$ cat src/rtl/fifo_s1_rd_ctrl.sv
// Read-side controller for a single-clock FIFO: pops words into a 2-entry skid buffer and presents them on a valid/ready stream.
// Optional pop counter (clr_count/pop_count) is built when FIFO_RD_POP_CNT_EN is defined.
module fifo_s1_rd_ctrl #(
  parameter int WIDTH     = 8,
  parameter int CNT_WIDTH = 16
) (
  input  logic             clk,
  input  logic             rst,
  input  logic             fifo_empty,
  input  logic [WIDTH-1:0] fifo_data_out,
  input  logic             fifo_error,
  output logic             fifo_pop_req_n,
  output logic             m_valid,
  input  logic             m_ready,
  output logic [WIDTH-1:0] m_data,
  output logic             rd_err
`ifdef FIFO_RD_POP_CNT_EN
  ,
  input  logic                 clr_count,
  output logic [CNT_WIDTH-1:0] pop_count
`endif
);

  typedef enum logic [1:0] {
    ST_EMPTY = 2'd0,
    ST_ONE   = 2'd1,
    ST_TWO   = 2'd2
  } state_t;

  state_t           state;
  logic [WIDTH-1:0] head;
  logic [WIDTH-1:0] skid;
  logic             pop;
  logic             deq;

  // Pop is gated by rst directly so the request drops the instant reset asserts.
  assign pop            = !rst && !fifo_empty && (state != ST_TWO);
  assign fifo_pop_req_n = ~pop;
  assign m_valid        = (state != ST_EMPTY);
  assign m_data         = head;
  assign deq            = m_valid && m_ready;

  // NOTE: state is updated with non-blocking assignments only, so every branch
  // below reads the pre-edge values of state/head/skid regardless of order.
  always_ff @(posedge clk or posedge rst) begin
    if (rst) begin
      state <= ST_EMPTY;
      head  <= '0;
      skid  <= '0;
    end else begin
      case (state)
        ST_EMPTY: begin
          if (pop) begin
            head  <= fifo_data_out;
            state <= ST_ONE;
          end
        end
        ST_ONE: begin
          if (pop && deq) begin
            head <= fifo_data_out;
          end else if (pop) begin
            skid  <= fifo_data_out;
            state <= ST_TWO;
          end else if (deq) begin
            state <= ST_EMPTY;
          end
        end
        ST_TWO: begin
          // No pop happens here, so the skid word is the next in order.
          if (deq) begin
            head  <= skid;
            state <= ST_ONE;
          end
        end
        default: state <= ST_EMPTY;
      endcase
    end
  end

  always_ff @(posedge clk or posedge rst) begin
    if (rst) begin
      rd_err <= 1'b0;
    end else if (fifo_error) begin
      rd_err <= 1'b1;
    end
  end

`ifdef FIFO_RD_POP_CNT_EN
  // Clear wins over a simultaneous pop; the count wraps naturally.
  always_ff @(posedge clk or posedge rst) begin
    if (rst) begin
      pop_count <= '0;
    end else if (clr_count) begin
      pop_count <= '0;
    end else if (pop) begin
      pop_count <= pop_count + 1'b1;
    end
  end
`endif

endmodule
$ cat config.mk
export PLATFORM = sky130hd
export DESIGN_NAME = fifo_s1_rd_ctrl
export DESIGN_NICKNAME = d
export VERILOG_FILES = /design/src/rtl/fifo_s1_rd_ctrl.sv
export SDC_FILE = /design/constraint.sdc
export NUM_CORES = 1
export LEC_CHECK = 0
export CORE_MARGIN = 8
export CORE_UTILIZATION = 42
export CTS_BUF_LIST = sky130_fd_sc_hd__clkbuf_16
export DETAILED_ROUTE_END_ITERATION = 16
export PLACE_DENSITY = 0.77
export SYNTH_ARGS = -nofsm -noshare
export SYNTH_HDL_FRONTEND = slang
export SYNTH_SLANG_ARGS = --single-unit
$ cat constraint.sdc
create_clock -name clk -period 1.4 [get_ports clk]
set_input_delay 0.14 -clock clk [delete_from_list [all_inputs] [get_ports clk]]
set_output_delay 0.14 -clock clk [all_outputs]
set_load 0.1 [all_outputs]
* Word level (Yosys, flattened, before mapping)
Cells that the tools add are included.
** Storage, ports and cells
- Register bits after elaboration :: 19
- Input port bits :: 13
- Output and inout port bits :: 11
- Logic and storage cells :: 36
** Cells by class
- Eq/ne operators :: 8
- Multiplexer cells :: 10
- Bitwise operators :: 2
- Reductions and logical operators :: 12
** Operators by type and width (number)
- $mux W8 :: 3
- $pmux W8 S3 :: 1
- $mux W2 :: 5
- $ne A2 B2 Y1 const B :: 5
- $reduce_and A4 Y1 :: 2
- $pmux W2 S3 :: 1
- $logic_and A1 B1 Y1 :: 4
- $ne A3 B3 Y1 const B :: 1
- $reduce_and A3 Y1 :: 1
- $reduce_bool A3 Y1 :: 1
- $eq A2 B1 Y1 const B :: 1
- $eq A2 B2 Y1 const B :: 1
- $logic_not A1 Y1 :: 2
- $logic_not A2 Y1 :: 1
- $not A1 Y1 :: 2
- $reduce_bool A2 Y1 :: 1

* Depth between registers and ports, before layout
Gate-level depths: netlist of the first run.
- Word-level depth :: 6
- Gate-level depth with buffers :: 4
- Mapped depth without buffers :: 3

* Worst setup path before layout of the first run
OpenSTA, ideal clock, no wires.
- Path kind :: register to output
- From :: register state[0]
- To :: output port fifo_pop_req_n
- Arrival time :: 1.341 ns
- Data required time :: 1.260 ns
- Path slack :: -0.081 ns
- Cell stages (with the launch flop) :: 4
- Path buffers :: 1
- Cells stage by stage :: dfrtp_1 nand2b_1 buf_2 nand2_1
** Between the ends
- Longest elaborated chain between the ends :: 3
** Ends and longest elaborated chain
- start: declaration :: line 30 : state_t state;
- start signal: assignment :: line 47 : state <= ST_EMPTY;
- start signal: assignment :: line 55 : state <= ST_ONE;
- start signal: assignment :: line 63 : state <= ST_TWO;
- $ne A2 B2 Y1 :: line 37 : assign pop = !rst && !fifo_empty && (state != ST_TWO);
- $logic_and A1 B1 Y1 :: line 37
- $not A1 Y1 :: line 38 : assign fifo_pop_req_n = ~pop;
- end: declaration :: line 12 : output logic fifo_pop_req_n,
No other way between the ends.

* Worst setup path in the final report of the first run
- From :: register state[0]
- To :: register head[4] (netlist: m_data[4])
** Between the ends
- Longest elaborated chain between the ends :: 5
- Elaborated cells between the ends (all ways) :: 14
- Those cells by class :: eq/ne (6); mux (1); reduce/logical (7)
** Ends and longest elaborated chain
- $ne A2 B2 Y1 or $reduce_bool A2 Y1 (tied branches) :: line 37, 39
- $logic_and A1 B1 Y1 (on tied branches) :: line 37, 41
- $logic_and A1 B1 Y1 :: line 59 : if (pop && deq) begin
- $ne A2 B2 Y1 (no source line)
- $reduce_and A4 Y1 (no source line)
- end signal: assignment :: line 54 : head <= fifo_data_out;
- end signal: assignment :: line 60 : head <= fifo_data_out;
- end signal: assignment :: line 71 : head <= skid;
- end: declaration :: line 31 : logic [WIDTH-1:0] head;
Parallel ways exist; a longest one is shown, timed or not.
A chain may end at the register's enable or synchronous reset.

==> run metrics, run 1 <==
result of the run finished, violations left; violations in the final reports setup timing; Syn Nets 74; cell area power density 1960 nW/um^2; total congestion overflow after global routing 0; Max Clock Freq 667 MHz; fraction of post-synthesis cell area in the top cell type by area 53.4%; Worst setup EP type flip-flop; number of buffers between clock root and the deepest sink 2; Post-CTS Hold Buffers 0; worst-path cell chain nor4_2, a211o_1, buf_4, mux2_4; number of clock sinks 19; net switching power of the design 1110 uW; maximum number of pins on one net before global-route repair 20; Worst-Margin Slew 0.260 ns; Worst Reg-to-Reg Cells 4; first drt pass iteration count 2; worst min path class in -> async; ranking of synthesized cells by instance count sky130_fd_sc_hd__dfrtp_1 (19), sky130_fd_sc_hd__mux2_1 (14), sky130_fd_sc_hd__mux2_4 (8); average cell area after synthesis 14.6 sq um; Reg-to-Reg Start state[0]; Largest stage delay, worst path 0.41 ns; total routed wirelength 2020 um; Vias/cell 4.97; Reg power frac 31.4%; last weighted congestion value of the routability-driven placer 0.785; worst skew pair latency 0.25 ns; critical path arrival 1.63 ns; TritonCTS clock tree built; number of port buffers 23; Reg clk slew, reported paths 0.06 ns; source of the critical timing path state[0]; Rel. slew slack 82.5%; Yosys reg bits 19; total number of H-tree levels 1; Core Region 1980 sq um; via count of the first global-routing pass 703; top cells by area, synth sky130_fd_sc_hd__dfrtp_1 (53%), sky130_fd_sc_hd__mux2_1 (18%), sky130_fd_sc_hd__mux2_4 (14%), sky130_fd_sc_hd__mux2_2 (2.5%), sky130_fd_sc_hd__buf_6 (1.3%); unrepaired setup endpoints after global routing true; net switching share of the total power 40.2%; Iter 0 DRT Violations 8; non-filler instance count after layout 122; global-route wire length before repair 3320 um; clock buffers created by TritonCTS 3; count leader, synth sky130_fd_sc_hd__dfrtp_1; number of setup violations in the final report 8; reported leakage power 0.000644 uW; Boundary Pins 24; EDFF count, synth 0; CP Class reg -> reg; instance count after placement with tap cells included 117; Internal Pwr Total 1650 uW; max capacitance violation total 0; final-layout setup total negative slack -0.750 ns; element type at the critical path start flip-flop; overall routing resource usage 12.5%; highest-delay cell along the critical path sky130_fd_sc_hd__dfrtp_1; count of antenna diodes in the layout 0; Row Count 16; Die H 62.0 um; fraction of layout instances using a drive strength above 1 40.0%; Main synth FF type sky130_fd_sc_hd__dfrtp_1; Post-Synthesis Cell Area 890 sq um; asr flop ratio synth 100%; Max FO, Critical Path 5; net count reported at finish 109; final worst setup slack -0.100 ns; slack of the worst reg-to-reg path -0.10 ns; number of remaining DRC errors 0; Root Buffer Master sky130_fd_sc_hd__clkbuf_16; post-detailed-route count of antenna-violating nets 0; count of pins over their slew limit 0; initial antenna violation count 0; Period minus WS final 1.50 ns; combinational fraction of design power 47.4%; Die ar. 3850 sq um; clock network power share 21.2%; starting density of the core 44.9%; distinct cell type count of the synthesized netlist 20; sequential fraction of the synthesis area 53.4%; dominant cell type by area after synthesis sky130_fd_sc_hd__dfrtp_1; number of instances in the synthesized netlist 61; Post-Route Skew 0.00371 ns; Routed WL per cell 16.5 um; via count of the routed design 606; Max rail drop VDD 1.55 mV; capture point of the worst reg-to-reg path m_data[4]; required arrival time at the worst endpoint 1.53 ns; final number of hold-violating endpoints 0; share of the clock period used by the worst path 107%; Area growth, synth to finish 58.1%; die width 62.0 um; number of warnings issued by yosys 0
==> power by group through the flow <==
stage / Sequential (uW) / Combinational [uW] / Clock, uW
after floorplan: 1340 / 325 / 0
after global placement: 857 / 1300 / 0
after detailed placement: 868 / 1320 / 0
after CTS: 869 / 1320 / 592
after global routing: 889 / 1350 / 612
final: 865 / 1310 / 586
==> worst max-delay path: cells and delay by family (launching register included) <==
kind / cells / cell delay [ns]
and+or+nand+nor: 1 / 0.33
buffers and inverters: 1 / 0.16
muxes: 1 / 0.31
AOI/OAI and AO/OA: 1 / 0.19
DFF: 1 / 0.41
==> cell type report <==
type                       instances  area, sq um
inverter                           1         3.75
multi-input combinational         39          403
fill                             126          576
clock inverter                     1         5.00
timing repair buffer              32          410
clock buffer                       3         75.1
tap                               27         33.8
sequential                        19          475
==> metal layers <==
layer  track usage [%]  part of all wire, %  vias up
met4              9.09                  2.2        0
met3              3.91                  5.4        4
met5                 0                    0        -
met1              14.6                   46      301
li1                  -                    -      282
met2              18.9                   46       19
==> cell families (layout without fill, tap and decap cells) <==
kind of cell / count (synthesis) / after routing / share of synthesized area, %
DFF: 19 / 19 / 53.4
buffers and inverters: 3 / 37 / 2.25
AOI/OAI and AO/OA: 3 / 3 / 2.11
muxes: 25 / 25 / 34.9
and+or+nand+nor: 11 / 11 / 7.32
==> per-stage QoR <==
stage | util (%) | setup WS (ns) | cell area (sq um) | hold slack [ns] | total power (uW)
after CTS | 70.8 | -0.102 | 1400 | 0.361 | 2780
final | 71.0 | -0.100 | 1410 | 0.00677 | 2760
after global routing | 71.0 | -0.170 | 1410 | 0.0409 | 2850
after floorplan | - | 0.00244 | 898 | 0.0911 | 1660
after global placement | 66.4 | -0.247 | 1320 | 0.466 | 2150
after detailed placement | 66.4 | -0.306 | 1320 | 0.476 | 2180
==> worst max-delay path by stage <==
stage | end | depth (start not counted) | slack, ns
detailed placement | m_data[4] | 5 | -0.31
finish | m_data[4] | 4 | -0.10
floorplan | m_data[1] | 4 | 0.002
CTS | m_data[4] | 4 | -0.10
global placement | m_data[4] | 5 | -0.25
global route | m_data[4] | 4 | -0.17
==> sequential cells by signal (all words and copies together) (netlist names) <==
register  count
skid          8
state         2
m_data        8
rd_err        1
==> cell usage in the layout (no fill, tap or decap), types with 2 or more instances in the layout <==
master,Yosys,final
sky130_fd_sc_hd__mux2_4,8,8
sky130_fd_sc_hd__clkdlybuf4s50_1,0,11
sky130_fd_sc_hd__mux2_2,2,2
sky130_fd_sc_hd__clkbuf_16,0,3
sky130_fd_sc_hd__mux2_1,14,14
sky130_fd_sc_hd__buf_4,0,9
sky130_fd_sc_hd__nor2_1,2,2
sky130_fd_sc_hd__buf_12,0,11
sky130_fd_sc_hd__dfrtp_1,19,19
==> timing repair <==
action,CTS,global route
endpoints found under the setup margin,9,17
gates resized for setup,0,1
endpoints found under the hold margin,0,0
pin swaps,2,1
buffers inserted,1,0
(Power assumes the default switching activity.)
==> inputs of run 2 (changes only) <==
Settings changed: CORE_UTILIZATION 42 to 44, CTS_BUF_LIST sky130_fd_sc_hd__clkbuf_16 to sky130_fd_sc_hd__clkbuf_8, CTS_CLUSTER_SIZE set to 30, PLACE_DENSITY 0.77 to 0.8.
==> run 2 against run 1 <==
Against the previous run: power shrank 7.1%; via count shrank 2.6%; count of clock-buffer cells in the layout is the same; global-route usage grew 0.066 points; largest power group unchanged; non-clock buffer count is the same; register-to-register slack lost 0.02 ns; sequential cell count is the same; the run still ends with setup timing left.
==> run metrics, run 2 (same netlist as run 1, synthesis figures left out) <==
result of the run finished, violations left (unchanged); violations in the final reports setup timing (unchanged); Area growth, synth to finish 56.4% (was 58.1%); worst path bufs/invs 1 (unchanged); via count of the first global-routing pass 707 (was 703); Post-CTS Hold Buffers 0 (unchanged); highest-delay cell along the critical path sky130_fd_sc_hd__dfrtp_2 (was sky130_fd_sc_hd__dfrtp_1); net switching share of the total power 42.6% (was 40.2%); reported leakage power 0.000618 uW (was 0.000644 uW); post-CTS setup buffer count 0 (was 1); Max rail drop VDD 1.40 mV (was 1.55 mV); starting density of the core 45.8% (was 44.9%); global-route wire length before repair 3430 um (was 3320 um); required arrival time at the worst endpoint 1.53 ns (about the same); commonest cells after routing, fill and taps aside sky130_fd_sc_hd__dfrtp_1 (17), sky130_fd_sc_hd__mux2_1 (14), sky130_fd_sc_hd__clkdlybuf4s50_1 (12) (was sky130_fd_sc_hd__dfrtp_1 (19), sky130_fd_sc_hd__mux2_1 (14), sky130_fd_sc_hd__clkdlybuf4s50_1 (11), sky130_fd_sc_hd__buf_12 (11), sky130_fd_sc_hd__buf_4 (9)); number of remaining DRC errors 0 (unchanged); Worst-Margin Slew 0.249 ns (was 0.260 ns); Die H 61.0 um (was 62.0 um); via count of the routed design 590 (was 606); Row Count 16 (unchanged); Internal Pwr Total 1470 uW (was 1650 uW); maximum number of pins on one net before global-route repair 20 (unchanged); clock network power share 14.7% (was 21.2%); unrepaired setup endpoints after global routing true (unchanged); placement-stage cell area 1320 sq um (about the same); worst skew pair latency 0.25 ns (about the same); overall routing resource usage 12.6% (was 12.5%); Post-Route Skew 0.00471 ns (was 0.00371 ns); startpoint of the worst hold path fifo_error; post-detailed-route count of antenna-violating nets 0 (unchanged); Iter 0 DRT Violations 6 (was 8); Worst setup EP type flip-flop (unchanged); hold slack final 0.453 ns (was 0.00677 ns); capture point of the worst reg-to-reg path m_data[1] (was m_data[4]); Largest stage delay, worst path 0.46 ns (was 0.41 ns); core occupancy in the finished layout 71.6% (was 71.0%); combinational fraction of design power 51.3% (was 47.4%); Max FO, Critical Path 6 (was 5); dpl hpwl 1500 um; net switching power of the design 1090 uW (was 1110 uW); Max Clock Freq 659 MHz (was 667 MHz); max capacitance violation total 0 (unchanged); worst hold stages 2; Reg clk slew, reported paths 0.07 ns (was 0.06 ns); Boundary Pins 24 (unchanged); Reg-to-Reg Start state[1] (was state[0]); number of port buffers 23 (unchanged); cell area power density 1840 nW/um^2 (was 1960 nW/um^2); share of the clock period used by the worst path 108% (was 107%); count of pins over their slew limit 0 (unchanged); family of cells with the greatest summed delay on the critical path flip-flops (unchanged); die width 61.0 um (was 62.0 um); total congestion overflow after global routing 0 (unchanged); number of clock sinks 19 (unchanged); Design Area, Final 1390 sq um (was 1410 sq um); final worst setup slack -0.118 ns (was -0.100 ns); TritonCTS clock tree built (unchanged); net count reported at finish 109 (unchanged); total routed wirelength 1990 um (was 2020 um); final number of hold-violating endpoints 0 (unchanged); Rel. slew slack 83.3% (was 82.5%); critical path arrival 1.65 ns (was 1.63 ns); Core Region 1940 sq um (was 1980 sq um); most common cell after layout, fill and taps aside sky130_fd_sc_hd__dfrtp_1 (unchanged); element type at the critical path start flip-flop (unchanged); fraction of layout instances using a drive strength above 1 42.1% (was 40.0%); Worst Reg-to-Reg Cells 4 (unchanged); initial antenna violation count 0 (unchanged); clock buffers created by TritonCTS 3 (unchanged); Period minus WS final 1.52 ns (was 1.50 ns); number of setup violations in the final report 9 (was 8); last weighted congestion value of the routability-driven placer 0.743 (was 0.785); Reg power frac 34.0% (was 31.4%); total number of H-tree levels 1 (unchanged); slack of the worst reg-to-reg path -0.12 ns (was -0.10 ns); Vias/cell 4.84 (was 4.97); worst min path class in -> reg (was in -> async); Root Buffer Master sky130_fd_sc_hd__clkbuf_8 (was sky130_fd_sc_hd__clkbuf_16); first drt pass iteration count 4 (was 2); Routed WL per cell 16.3 um (was 16.5 um); Die ar. 3720 sq um (was 3850 sq um); Worst Hold Path EP rd_err; worst-path cell chain and3b_1, a211o_1, buf_6, mux2_4 (was nor4_2, a211o_1, buf_4, mux2_4); CP Class reg -> reg (unchanged); number of buffers between clock root and the deepest sink 2 (unchanged); count of antenna diodes in the layout 0 (unchanged)
-- run 2: area by class of cell --
cell class | instances | area [sq um]
Sequential cell | 19 | 478
Timing Repair Buffer | 32 | 415
Tap cell | 27 | 33.8
Clock buffer | 3 | 41.3
Inverter | 1 | 3.75
Fill cell | 135 | 551
Clock inverter | 1 | 7.51
Multi-Input combinational cell | 39 | 412
-- run 2: layer usage --
layer | track usage (%) | share of wire [%] | up-vias
met3 | 4.66 | 6.9 | 0
met2 | 21.3 | 50 | 16
met1 | 14.7 | 43 | 292
li1 | - | - | 282
met5 | 0 | 0 | -
met4 | 2.99 | 0 | 0
-- run 2: worst max-delay path by stage --
stage	from	end	slack, ns	depth (start not counted)
floorplan	state[1]	m_data[1]	0.002	4
global placement	fifo_empty	m_data[0]	-0.22	5
detailed placement	fifo_empty	m_data[7]	-0.28	5
CTS	state[0]	m_data[3]	-0.1	4
global route	state[1]	m_data[7]	-0.17	4
finish	state[1]	m_data[1]	-0.12	4
-- run 2: what timing repair did --
action                                  in CTS  in global routing
pin swaps                                    0                  3
gates resized for setup                      2                  3
endpoints found under the setup margin       9                 17
-- run 2: metrics by stage --
step	power, uW	cells	setup slack [ns]	setup TNS [ns]
2_1_floorplan	1660	61	0.00244	0
3_3_place_gp	2150	118	-0.223	-2.70
3_5_place_dp	2180	118	-0.282	-3.36
4_1_cts	2580	122	-0.0994	-0.779
5_1_grt	2670	122	-0.175	-1.74
6_report	2560	122	-0.118	-0.920
-- run 2: power by group through the flow --
stage / registers (uW) / logic (uW) / clock network, uW
detailed placement: 871 / 1310 / 0
global route: 891 / 1360 / 413
CTS: 870 / 1320 / 392
floorplan: 1340 / 325 / 0
finish: 871 / 1320 / 377
global placement: 858 / 1300 / 0
-- run 2: worst register-to-register path, cell delays in order, from the launching register on --
cell                      delay (ns)
sky130_fd_sc_hd__dfrtp_2        0.46
sky130_fd_sc_hd__and3b_1        0.20
sky130_fd_sc_hd__a211o_1        0.31
sky130_fd_sc_hd__buf_6          0.14
sky130_fd_sc_hd__mux2_4         0.30
==> inputs of run 3 (changes only) <==
Settings changed: ABC_AREA set to 1, CORE_UTILIZATION 44 to 45, MAX_ROUTING_LAYER set to met4.
==> run 3 against run 2 <==
Against the previous run: the run now ends clean; setup slack better by 0.17 ns; wire length up 11%; register-to-register slack better by 0.26 ns; final cell count increased by 35%; highest routed layer is now met4.
==> run metrics, run 3 <==
count of antenna diodes in the layout 0 (unchanged); commonest cells after routing, fill and taps aside sky130_fd_sc_hd__nand2_1 (33), sky130_fd_sc_hd__dfrtp_1 (17), sky130_fd_sc_hd__inv_1 (12), sky130_fd_sc_hd__nand3_1 (12), sky130_fd_sc_hd__clkdlybuf4s50_1 (12) (was sky130_fd_sc_hd__dfrtp_1 (17), sky130_fd_sc_hd__mux2_1 (14), sky130_fd_sc_hd__clkdlybuf4s50_1 (12)); dpl hpwl 1670 um (was 1500 um); die width 61.8 um (was 61.0 um); cell area power density 2670 nW/um^2 (was 1840 nW/um^2); fraction of layout instances using a drive strength above 1 27.5% (was 42.1%); via count of the routed design 813 (was 590); sequential cell area 478 sq um (unchanged); critical path arrival 1.21 ns (was 1.65 ns); Reg clk slew, reported paths 0.07 ns (about the same); total routed wirelength 2200 um (was 1990 um); Iter 0 DRT Violations 19 (was 6); CP Class reg -> out (was reg -> reg); Post-Route Skew 0.00177 ns (was 0.00471 ns); Worst-Margin Slew 0.249 ns (about the same); total congestion overflow after global routing 0 (unchanged); share of the synthesized netlist area taken by xor and xnor gates 0% (unchanged); max capacitance violation total 0 (unchanged); most common cell after layout, fill and taps aside sky130_fd_sc_hd__nand2_1 (was sky130_fd_sc_hd__dfrtp_1); final number of hold-violating endpoints 0 (unchanged); number of port buffers 23 (unchanged); dominant combinational cell family by area after synthesis simple AND/OR/NAND/NOR gates (was multiplexers); ranking of synthesized cells by instance count sky130_fd_sc_hd__nand2_1 (34), sky130_fd_sc_hd__dfrtp_1 (19), sky130_fd_sc_hd__inv_1 (12), sky130_fd_sc_hd__nand3_1 (12), sky130_fd_sc_hd__nor2_1 (8) (was sky130_fd_sc_hd__dfrtp_1 (19), sky130_fd_sc_hd__mux2_1 (14), sky130_fd_sc_hd__mux2_4 (8)); clock buffers created by TritonCTS 3 (unchanged); Main synth FF type sky130_fd_sc_hd__dfrtp_1 (unchanged); number of remaining DRC errors 0 (unchanged); Period minus WS final 1.35 ns (was 1.52 ns); element type at the critical path start flip-flop (unchanged); placement-stage cell area 1310 sq um (was 1320 sq um); Row Count 16 (unchanged); via count of the first global-routing pass 832 (was 707); Worst setup EP type output pin (was flip-flop); required arrival time at the worst endpoint 1.26 ns (was 1.53 ns); Max FO, Critical Path 15 (was 6); total number of H-tree levels 1 (unchanged); Max Clock Freq 743 MHz (was 659 MHz); average cell area after synthesis 8.57 sq um (was 14.6 sq um); last weighted congestion value of the routability-driven placer 0.770 (was 0.743); asr flop ratio synth 100% (unchanged); Post-Synthesis Cell Area 942 sq um (was 890 sq um); Die H 61.8 um (was 61.0 um); distinct cell type count of the synthesized netlist 16 (was 20); synthesized-area fraction occupied by ao, oa, aoi and oai cells 10.6% (was 2.11%); maximum number of pins on one net before global-route repair 20 (unchanged); share of cell area taken by muxes after synthesis 0% (was 34.9%); Routed WL per cell 13.3 um (was 16.3 um); count of pins over their slew limit 0 (unchanged); net count reported at finish 152 (was 109); EDFF count, synth 0 (unchanged); Core Region 1960 sq um (was 1940 sq um); final-layout setup total negative slack 0 ns (was -0.920 ns); worst skew pair latency 0.26 ns (was 0.25 ns); fraction of the mapped netlist area in simple logic gates 30.9% (was 7.31%); worst min path class in -> async (was in -> reg); layout filler cell count 166 (was 135); global-route wire length before repair 3770 um (was 3430 um); Root Buffer Master sky130_fd_sc_hd__clkbuf_8 (unchanged); Boundary Pins 24 (unchanged); result of the run finished clean (was finished, violations left); overall routing resource usage 13.9% (was 12.6%); number of warnings issued by yosys 0 (unchanged); Yosys reg bits 19 (unchanged); post-detailed-route count of antenna-violating nets 0 (unchanged); TritonCTS clock tree built (unchanged); share of the clock period used by the worst path 96.2% (was 108%); reported leakage power 0.000700 uW (was 0.000618 uW); combined area of the multi-input logic cells 399 sq um (was 412 sq um); sequential fraction of the synthesis area 50.5% (was 53.4%); Syn Nets 123 (was 74); Area growth, synth to finish 45.9% (was 56.4%); number of setup violations in the final report 0 (was 9); top cells by area, synth sky130_fd_sc_hd__dfrtp_1 (50%), sky130_fd_sc_hd__nand2_1 (14%), sky130_fd_sc_hd__nand3_1 (6.4%), sky130_fd_sc_hd__a21oi_2 (5.6%), sky130_fd_sc_hd__inv_1 (4.8%) (was sky130_fd_sc_hd__dfrtp_1 (53%), sky130_fd_sc_hd__mux2_1 (18%), sky130_fd_sc_hd__mux2_4 (14%), sky130_fd_sc_hd__mux2_2 (2.5%), sky130_fd_sc_hd__buf_6 (1.3%)); Design Area, Final 1380 sq um (was 1390 sq um); unrepaired setup endpoints after global routing false (was true); Max rail drop VDD 1.47 mV (was 1.40 mV); number of instances in the synthesized netlist 110 (was 61); Vias/cell 4.93 (was 4.84); first drt pass iteration count 4 (unchanged); number of buffers between clock root and the deepest sink 2 (unchanged); Rel. slew slack 83.4% (was 83.3%); fraction of post-synthesis cell area in the top cell type by area 50.5% (was 53.4%); number of clock sinks 19 (unchanged); initial antenna violation count 0 (unchanged); area share of fa/ha/maj cells after synthesis 0% (unchanged); starting density of the core 48.0% (was 45.8%); dominant cell type by area after synthesis sky130_fd_sc_hd__dfrtp_1 (unchanged); count leader, synth sky130_fd_sc_hd__nand2_1 (was sky130_fd_sc_hd__dfrtp_1); Die ar. 3810 sq um (was 3720 sq um)
==> run 3: cell types whose count changed after synthesis, sizes merged, moves of 6 or more <==
cell and delta:
a21oi +6, nor2 +7, o21ai +6, inv +13
mux2 -24, nand3 +14, nand2 +35
==> run 3: worst paths after layout <==
kind / start / end / slack, ns / cells past startpoint
max reg2reg: state[1] / skid[3] / 0.14 / 4
max in group asynchronous: rst / state[1] / 0.94 / 3
min reg2reg: skid[6] / skid[6] / 0.49 / 2
max: state[0] / fifo_pop_req_n / 0.05 / 4
min: rst / state[0] / 0.25 / 3
min in group clk: fifo_error / rd_err / 0.46 / 2
==> run 3: cells by family (layout without fill, tap and decap cells) <==
family          Yosys count  count (layout)
simple gates             61              61
flops                    19              19
compound gates           14              14
buf+inv                  16              44
==> run 3: through the flow <==
step / hold slack [ns] / total power, uW / util [%] / std cells / setup slack [ns]
6_report: 0.250 / 3670 / 70.1 / 165 / 0.0534
5_1_grt: 0.303 / 3850 / 70.1 / 165 / 0.00708
4_1_cts: 0.258 / 3680 / 69.9 / 165 / 0.00818
3_5_place_dp: 0.476 / 3260 / 66.8 / 160 / -0.0354
3_3_place_gp: 0.469 / 3200 / 66.8 / 160 / 0.0151
2_1_floorplan: 0.0996 / 2450 / - / 110 / 0.119
==> run 3: cell type report <==
cell class                      instances  share of cell area, %
Sequential cell                        19                   34.8
Multi-Input combinational cell         75                   29.0
Clock buffer                            3                   3.00
Timing Repair Buffer                   26                   26.4
Tap cell                               27                   2.46
Inverter                               14                   4.00
Clock inverter                          1                  0.364
==> run 3: critical path, stage by stage, from the launching register on <==
cell	delay (ns)
sky130_fd_sc_hd__dfrtp_2	0.46
sky130_fd_sc_hd__inv_4	0.10
sky130_fd_sc_hd__nand2_4	0.11
sky130_fd_sc_hd__nand2_2	0.11
sky130_fd_sc_hd__buf_12	0.17
==> run 3: metal layers <==
layer	vias to the layer above	global-route usage (%)	wire, um
li1	401	-	-
met3	8	1.65	75
met5	-	-	0
met2	25	24.4	1190
met4	0	10.1	82
met1	379	13.8	848
==> run 3: power by group <==
| group | leakage (uW) | internal, uW | switching [uW] | total [uW] |
|---|---|---|---|---|
| registers | 0.000219 | 793 | 191 | 983 |
| clock network | 0.0000255 | 198 | 186 | 383 |
| logic | 0.000455 | 782 | 1520 | 2300 |
| total | 0.000700 | 1770 | 1890 | 3670 |
==> run 3: repair_timing <==
action                                  4_1_cts  5_1_grt
resized for setup                             2        2
cloned                                        0        0
endpoints found under the setup margin        1        1
setup buffers                                 1        0
hold buffers                                  0        0
